[src/rtl/i2s_sample_buffer_if.sv]
// rtl/i2s_sample_buffer_if.sv - sample-pair handshake and transmitter read port bundle
interface i2s_sample_buffer_if #(
  parameter int DW    = 24,
  parameter int DEPTH = 8
);
  localparam int LW = $clog2(DEPTH) + 1;

  logic          s_valid;
  logic          s_ready;
  logic [DW-1:0] s_left;
  logic [DW-1:0] s_right;
  logic          rd_en;
  logic          o_valid;
  logic [DW-1:0] l_sample;
  logic [DW-1:0] r_sample;
  logic [LW-1:0] level;
  logic          underrun;
  logic [15:0]   underrun_cnt;
  logic          clr_stats;

  modport master (
    output s_valid, s_left, s_right, rd_en, clr_stats,
    input  s_ready, o_valid, l_sample, r_sample, level, underrun, underrun_cnt
  );

  modport slave (
    input  s_valid, s_left, s_right, rd_en, clr_stats,
    output s_ready, o_valid, l_sample, r_sample, level, underrun, underrun_cnt
  );
endinterface

[src/rtl/i2s_sample_buffer.sv]
// rtl/i2s_sample_buffer.sv - stereo elastic buffer feeding the I2S transmitter
module i2s_sample_buffer #(
  parameter int DW            = 24,
  parameter int DEPTH         = 8,
  parameter int UNDERRUN_HOLD = 0
) (
  input logic               clk,
  input logic               rst_n,
  i2s_sample_buffer_if.slave bus
);
  localparam int AW = $clog2(DEPTH);
  localparam int LW = AW + 1;
  localparam logic [LW-1:0] FULL = LW'(DEPTH);

  logic [2*DW-1:0] mem [DEPTH];
  logic [AW:0]     wr_ptr;
  logic [AW:0]     rd_ptr;
  logic [LW-1:0]   level_q;
  logic [2*DW-1:0] data_q;
  logic [2*DW-1:0] hold_q;
  logic            valid_q;
  logic            urun_q;
  logic [15:0]     cnt_q;
  logic            wr_fire;
  logic            rd_fire;
  logic            rd_empty;

  // Readiness depends only on the stored level, so a read never opens a slot at full.
  assign bus.s_ready = (level_q != FULL);
  assign wr_fire     = bus.s_valid && (level_q != FULL);
  assign rd_fire     = bus.rd_en && (level_q != '0);
  assign rd_empty    = bus.rd_en && (level_q == '0);

  always_ff @(posedge clk) begin
    if (wr_fire) begin
      mem[wr_ptr[AW-1:0]] <= {bus.s_left, bus.s_right};
    end
  end

  always_ff @(posedge clk) begin
    if (!rst_n) begin
      wr_ptr  <= '0;
      rd_ptr  <= '0;
      level_q <= '0;
      data_q  <= '0;
      hold_q  <= '0;
      valid_q <= 1'b0;
      urun_q  <= 1'b0;
      cnt_q   <= '0;
    end else begin
      if (wr_fire) begin
        wr_ptr <= wr_ptr + 1'b1;
      end
      if (rd_fire) begin
        rd_ptr <= rd_ptr + 1'b1;
        data_q <= mem[rd_ptr[AW-1:0]];
        hold_q <= mem[rd_ptr[AW-1:0]];
      end else if (rd_empty) begin
        data_q <= (UNDERRUN_HOLD != 0) ? hold_q : '0;
      end
      case ({wr_fire, rd_fire})
        2'b10:   level_q <= level_q + 1'b1;
        2'b01:   level_q <= level_q - 1'b1;
        default: level_q <= level_q;
      endcase
      valid_q <= bus.rd_en;
      urun_q  <= rd_empty;
      if (bus.clr_stats) begin
        cnt_q <= '0;
      end else if (rd_empty && (cnt_q != 16'hFFFF)) begin
        cnt_q <= cnt_q + 16'd1;
      end
    end
  end

  assign bus.o_valid      = valid_q;
  assign bus.l_sample     = data_q[2*DW-1:DW];
  assign bus.r_sample     = data_q[DW-1:0];
  assign bus.level        = level_q;
  assign bus.underrun     = urun_q;
  assign bus.underrun_cnt = cnt_q;
endmodule

[src/flat_wrapper.sv]
// flat-port wrapper written by rule: the top's interface ports become plain ports
module i2s_sample_buffer_flat 
#(
  parameter int DW            = 24,
  parameter int DEPTH         = 8,
  parameter int UNDERRUN_HOLD = 0
)
  (clk, rst_n, bus_s_valid, bus_s_left, bus_s_right, bus_rd_en, bus_clr_stats, bus_s_ready, bus_o_valid, bus_l_sample, bus_r_sample, bus_level, bus_underrun, bus_underrun_cnt);
  i2s_sample_buffer_if #(.DW(DW), .DEPTH(DEPTH)) bus_i ();
  input logic clk;
  input logic rst_n;
  input wire logic [$bits(bus_i.s_valid)-1:0] bus_s_valid;
  input wire logic [$bits(bus_i.s_left)-1:0] bus_s_left;
  input wire logic [$bits(bus_i.s_right)-1:0] bus_s_right;
  input wire logic [$bits(bus_i.rd_en)-1:0] bus_rd_en;
  input wire logic [$bits(bus_i.clr_stats)-1:0] bus_clr_stats;
  output wire logic [$bits(bus_i.s_ready)-1:0] bus_s_ready;
  output wire logic [$bits(bus_i.o_valid)-1:0] bus_o_valid;
  output wire logic [$bits(bus_i.l_sample)-1:0] bus_l_sample;
  output wire logic [$bits(bus_i.r_sample)-1:0] bus_r_sample;
  output wire logic [$bits(bus_i.level)-1:0] bus_level;
  output wire logic [$bits(bus_i.underrun)-1:0] bus_underrun;
  output wire logic [$bits(bus_i.underrun_cnt)-1:0] bus_underrun_cnt;
  assign bus_i.s_valid = bus_s_valid;
  assign bus_i.s_left = bus_s_left;
  assign bus_i.s_right = bus_s_right;
  assign bus_i.rd_en = bus_rd_en;
  assign bus_i.clr_stats = bus_clr_stats;
  assign bus_s_ready = bus_i.s_ready;
  assign bus_o_valid = bus_i.o_valid;
  assign bus_l_sample = bus_i.l_sample;
  assign bus_r_sample = bus_i.r_sample;
  assign bus_level = bus_i.level;
  assign bus_underrun = bus_i.underrun;
  assign bus_underrun_cnt = bus_i.underrun_cnt;
  i2s_sample_buffer #(.DW(DW), .DEPTH(DEPTH), .UNDERRUN_HOLD(UNDERRUN_HOLD)) u_core (.clk(clk), .rst_n(rst_n), .bus(bus_i));
endmodule
[config.mk]
export PLATFORM = sky130hd
export DESIGN_NAME = i2s_sample_buffer_flat
export DESIGN_NICKNAME = d
export VERILOG_FILES = /design/src/rtl/i2s_sample_buffer_if.sv /design/src/rtl/i2s_sample_buffer.sv /design/src/flat_wrapper.sv
export SDC_FILE = /design/constraint.sdc
export NUM_CORES = 1
export LEC_CHECK = 0
export CORE_MARGIN = 5
export CORE_UTILIZATION = 50
export DETAILED_ROUTE_END_ITERATION = 7
export PLACE_DENSITY = 0.7
export SLEW_MARGIN = 25
export SYNTH_ARGS = -nofsm -noshare
export SYNTH_HDL_FRONTEND = slang
export SYNTH_SLANG_ARGS = --single-unit
[constraint.sdc]
create_clock -name clk -period 7.6 [get_ports clk]
set_input_delay 1.9 -clock clk [delete_from_list [all_inputs] [get_ports clk]]
set_output_delay 1.9 -clock clk [all_outputs]
set_load 0.01 [all_outputs]
# After elaboration in Yosys (flattened, before gate mapping)
# Memories as Yosys holds them, arrays and structs flattened. A register that Yosys moved wholly into a read port is not among the register bits.
# Cells that the tools add are included.
[totals] reg_bits=78 ramBits=384 inputBits=53 n_memories=1
[memory_table] memory="u_core.mem" words=8 word_bits=48 read_ports=1 rd_ports_with_merged_regs=1 wr=1 line="i2s_sample_buffer.sv:15" source="logic [2*DW-1:0] mem [DEPTH];"
[classes] reduce_logical=9 eq_ne=4 muxes=7 addsub=5 bitwise_logic=1
[ops] operator="2-to-1 mux 48 bit" n=2
[ops] operator="adder 16 x 1 -> 16 bit (second input constant)" n=1
[ops] operator="inequality test 16 bit (second input constant)" n=1
[ops] operator="adder 4 x 1 -> 4 bit (second input constant)" n=3
[ops] operator="case mux 4 bit (2 select lines)" n=1
[ops] operator="2-to-1 mux 3 bit" n=2
[ops] operator="logical AND 1 bit" n=4
[ops] operator="zero test 4 bit" n=1
[ops] operator="inequality test 4 bit (second input constant)" n=1
[ops] operator="nonzero test 2 bit" n=2
[ops] operator="nonzero test 4 bit" n=1
[ops] operator="subtractor 4 x 1 -> 4 bit (second input constant)" n=1
[ops] operator="equality test 2 x 1 -> 1 bit (second input constant)" n=1
[ops] operator="equality test 2 bit (second input constant)" n=1
[ops] operator="2-to-1 mux 1 bit" n=2
[ops] operator="OR reduction 2 bit" n=1
[ops] operator="inverter 1 bit" n=1

# Longest topological paths before layout
[logic_depth] ltp_word=4 mapped_depth=11 depth_no_buf=10

# Least setup slack after synthesis
# OpenSTA, ideal clock, no wires.
[synth_timing] kind="input to register" start="input bus_s_valid" end="memory u_core.mem[0][0] in the netlist's numbering (enable)" path_stages=3 path_buffers=0 t_arrival_ps=5604 path_slack_ps=1483 path_cell_list="nand2_1 -> or2_2 -> nor3_1"
[synth_between] elab_chain_cells=3
[synth_lines] element="start: declaration" line="flat_wrapper.sv:12" source="input wire logic [$bits(bus_i.s_valid)-1:0] bus_s_valid;"
[synth_lines] element="logical AND 1 bit" line="i2s_sample_buffer.sv:30" source="assign wr_fire = bus.s_valid && (level_q != FULL);"
[synth_lines] element="2-to-1 mux 1 bit" line="i2s_sample_buffer.sv:35" source="if (wr_fire) begin"
[synth_lines] element="2-to-1 mux 1 bit (implied by the code)" line="i2s_sample_buffer.sv:36" source="mem[wr_ptr[AW-1:0]] <= {bus.s_left, bus.s_right};"
[synth_lines] element="end: declaration" line="i2s_sample_buffer.sv:15"
# Every way passes these cells.

# Final worst setup path
[layout_timing] start="register u_core.level_q[0], in the netlist u_core.bus.level[0]" end="output bus_s_ready"
[layout_between] elab_chain_cells=1
[layout_lines] element="start: declaration" line="i2s_sample_buffer.sv:18" source="logic [LW-1:0] level_q;"
[layout_lines] element="start signal: assignment" line="i2s_sample_buffer.sv:62" source="2'b10: level_q <= level_q + 1'b1;"
[layout_lines] element="start signal: assignment" line="i2s_sample_buffer.sv:63" source="2'b01: level_q <= level_q - 1'b1;"
[layout_lines] element="start signal: assignment" line="i2s_sample_buffer.sv:64" source="default: level_q <= level_q;"
[layout_lines] element="inequality test 4 bit" line="i2s_sample_buffer.sv:29" source="assign bus.s_ready = (level_q != FULL);"
[layout_lines] element="end: declaration" line="flat_wrapper.sv:17" source="output wire logic [$bits(bus_i.s_ready)-1:0] bus_s_ready;"
# Every way passes these cells.

==> flow_summary_export.csv <==
group,metric,value,unit
cells_and_area,insertedDiodeCount,0,
sta,tightest_slew,0.8778,ns
power,p_leak,0.006570,uW
power,power,6019,uW
place,dp_cells,1443,
drt,ant_nets,0,
grt,grt_max_degree,52,
sta,timing.fmax,241.0,MHz
worst_hold_path,min_to,"u_core.data_q[40]",
cts,cts_buffers,45,
yosys,synth_flop_cell,"edfxtp_1",
critical_path,r2r_cells,5,
cts,cts_resized,0,
cts,clk_pin_slew,0.06,ns
critical_path,r2r-end,"u_core.mem[2][31]",
grt,gr-total-overflow,0,
critical_path,crit_fanout,8,
critical_path,criticalPathCategory,"reg -> out",
critical_path,cpMaxStageDelayCell,"or4b_2",
drt,drc,0,
cts,post_cts_buffers,0,
drt,wl,34230,um
critical_path,required,5.70,ns
sta,setup_violations,0,
cts,clockBufferDepth,3,
yosys,yosysSeqAreaShare,0.7635,
yosys,synth-seq-cells,463,
drt,first_pass_iters,6,
cells_and_area,final_cell_area,20390,um2
die,die-height,195.3,um
yosys,async_flop_share,0,
place,dpl_cell_area,18990,um2
yosys,syn_nets,957,
grt,antenna_found_initial,1,
yosys,syn_inst,898,
power,powerDensity,295.3,nW/um2
worst_hold_path,min_from,"u_core.data_q[40]",
sta,rsz0062_at_grt,"false",
place,gp_congestion,0.7635,
worst_hold_path,holdPathStages,2,
yosys,synth_edf_count,384,
critical_path,worstSetupEndpointType,"primary output",
sta,holdWs,0.4335,ns
sta,clock-skew-final,0.01046,ns
critical_path,crit_path_start_kind,"register",
cells_and_area,nets,1101,
die,placeableCoreArea,33700,um2
job,drv_cap,0,
cts,h-tree-depth,2,
place,port_buffers,123,
cts,postCtsHoldBufs,0,
outcome,status,"complete, no violations",
sta,slew_viol_final,0,
cts,cts_tree,"built",
drt,dr_total_vias,8641,
drt,dr.first_iter.drc_count,607,
grt,grt_pass1_wl,53890,um
critical_path,cp_slowest_stage_delay,0.79,ns
critical_path,r2r-start,"u_core.bus.level[1]",
yosys,ys_types,44,
grt,grt_pass1_vias,9038,
die,dieArea,38150,um2
place,hpwlAfterDp,19320,um
cells_and_area,drive_gt1_frac,0.1865,
critical_path,cpLargestDelayFamily,"simple AND/OR/NAND/NOR gates",
critical_path,crit_buf_inv,1,
die,die_w,195.3,um
die,start_util,0.5096,
sta,fin_crit_sh,0.5459,
sta,hold_viol,0,
sta,timing.slew.headroom,0.4148,
critical_path,worstPathArrival,2.25,ns
critical_path,r2r_slack,4.82,ns
cells_and_area,nFillCells,2453,
worst_hold_path,hp-class,"reg -> reg",
cts,cts.sinks,463,
yosys,netlist_area,17170,um2
critical_path,cp_cell_sequence,"or4b_2 > clkdlybuf4s50_1",
die,row_count,67,
drt,wl_per_cell,22.43,um
power,worst_ir_drop_vdd,0.1960,mV
grt,grt_usage,0.1815,
cts,cts_root_buffer,"clkbuf_16",
sta,tns,0,ns
cells_and_area,synthToLayoutAreaGrowth,18.70,%
sta,final.min_clock_period,4.149,ns
yosys,ys_warn_count,0,
cts,clock_latency,0.54,ns
drt,viasPerCell,5.663,
yosys,syn_area_per_cell,19.12,um2
cells_and_area,fin_cells,1526,
die,ios,124,
flip-flops by register name, indices dropped and copies added (netlist names), named ones only:
signal and cells:
u_core.data_q 48, u_core.bus.level 4, u_core.wr_ptr 3, u_core.rd_ptr 3, u_core.bus.underrun_cnt 16, u_core.bus.underrun 1
u_core.mem 384, u_core.bus.o_valid 1
cell families after synthesis:
| family | count (synthesis) | share of synthesized area |
|---|---|---|
| DFF | 463 | 0.7635 |
| buffers and inverters | 49 | 0.01253 |
| and+or+nand+nor | 188 | 0.05187 |
| muxes | 100 | 0.1282 |
| adders and majority gates | 6 | 0.004371 |
| xor gates and xnor gates | 6 | 0.003060 |
| AOI/OAI and AO/OA | 86 | 0.03643 |
report_power, final:
part | leakage, uW | switching (uW) | internal [uW] | total [uW]
sequential | 0.00413 | 109 | 2910 | 3020
combinational | 0.00175 | 433 | 476 | 910
clock | 0.000688 | 902 | 1190 | 2090
tightest hold or removal path, cell delays in order (launching register included):
cell and delay (ns):
dfxtp_1 0.31, nand2_1 0.05, nand2_1 0.04
per-layer routing:
layer  vias up  global-route usage  wire [um]
li1       3900                   -          -
met1      4431              0.2503      14230
met2       263              0.3099      17500
met3        45             0.03102       1914
met4         2             0.03776        570
met5         -                   0         13
how the worst max path moves through the flow:
stage / cells past startpoint / slack (ns) / end / from
2_1_floorplan: 3 / 1.48 / u_core.mem[0][0] / bus_s_valid
3_3_place_gp: 5 / 3.23 / u_core.mem[2][7] / bus_s_valid
3_5_place_dp: 5 / 3.21 / u_core.mem[2][21] / bus_s_valid
4_1_cts: 2 / 3.41 / bus_s_ready / u_core.bus.level[1]
5_1_grt: 2 / 3.37 / bus_s_ready / u_core.bus.level[1]
6_report: 2 / 3.45 / bus_s_ready / u_core.bus.level[0]
final cells by class:
cell class / instances / area [um2] / area share
inverters: 4 / 15.01 / 0.0007365
well taps: 448 / 560.5 / 0.02750
flip-flops and latches: 463 / 13120 / 0.6436
repair buffers: 142 / 1374 / 0.06739
clock buffers: 63 / 1244 / 0.06101
multi-input cells: 386 / 3919 / 0.1922
clock inverters: 20 / 153.9 / 0.007549
cell usage in the layout (no fill, tap or decap), types with 3 or more instances in the layout:
master and n:
edfxtp_1 384, clkdlybuf4s50_1 123, nand2_1 115, mux4_2 96, dfxtp_1 77, a22oi_1 48
clkbuf_16 45, buf_4 19, nand3_1 15, clkbuf_1 13, a21oi_1 11, clkinv_2 9
or4_1 8, o31ai_1 7, nor2_4 6, nand2b_1 6, nor2_1 6, and2_1 6
ha_1 6, clkinv_1 6, o21ai_0 5, clkbuf_8 5, inv_1 4, a21boi_0 4
xnor2_1 4, mux2i_1 4, nor3_2 3, nand4_1 3, o211ai_1 3, or3_1 3
Yosys cell counts, types with 2 or more instances:
cell type / count / area (um2)
edfxtp_1: 384 / 11530
nand2_1: 115 / 431.7
mux4_2: 96 / 2162
dfxtp_1: 79 / 1582
a22oi_1: 48 / 360.4
clkbuf_1: 27 / 101.4
nand3_1: 15 / 75.07
buf_2: 13 / 65.06
nor2_1: 12 / 45.04
a21oi_1: 11 / 55.05
or4_1: 8 / 60.06
o31ai_1: 7 / 52.55
and2_1: 6 / 37.54
ha_1: 6 / 75.07
nand2b_1: 6 / 37.54
o21ai_0: 5 / 25.02
a21boi_0: 4 / 30.03
inv_1: 4 / 15.01
mux2i_1: 4 / 40.04
nor3_1: 4 / 20.02
xnor2_1: 4 / 35.03
buf_1: 3 / 11.26
nand4_1: 3 / 18.77
nor2b_1: 3 / 18.77
o211ai_1: 3 / 22.52
or3_1: 3 / 18.77
and4_1: 2 / 17.52
buf_6: 2 / 22.52
nor3b_1: 2 / 15.01
nor4_4: 2 / 42.54
o41ai_1: 2 / 17.52
or2_2: 2 / 12.51
xor2_1: 2 / 17.52
through the flow:
stage,worst slack [ns],utilization
6_report,3.451,0.6049
5_1_grt,3.366,0.6049
4_1_cts,3.412,0.6049
3_5_place_dp,3.207,0.5635
3_3_place_gp,3.232,0.5635
2_1_floorplan,1.483,-
No activity file was read; power rests on OpenSTA's default activity.
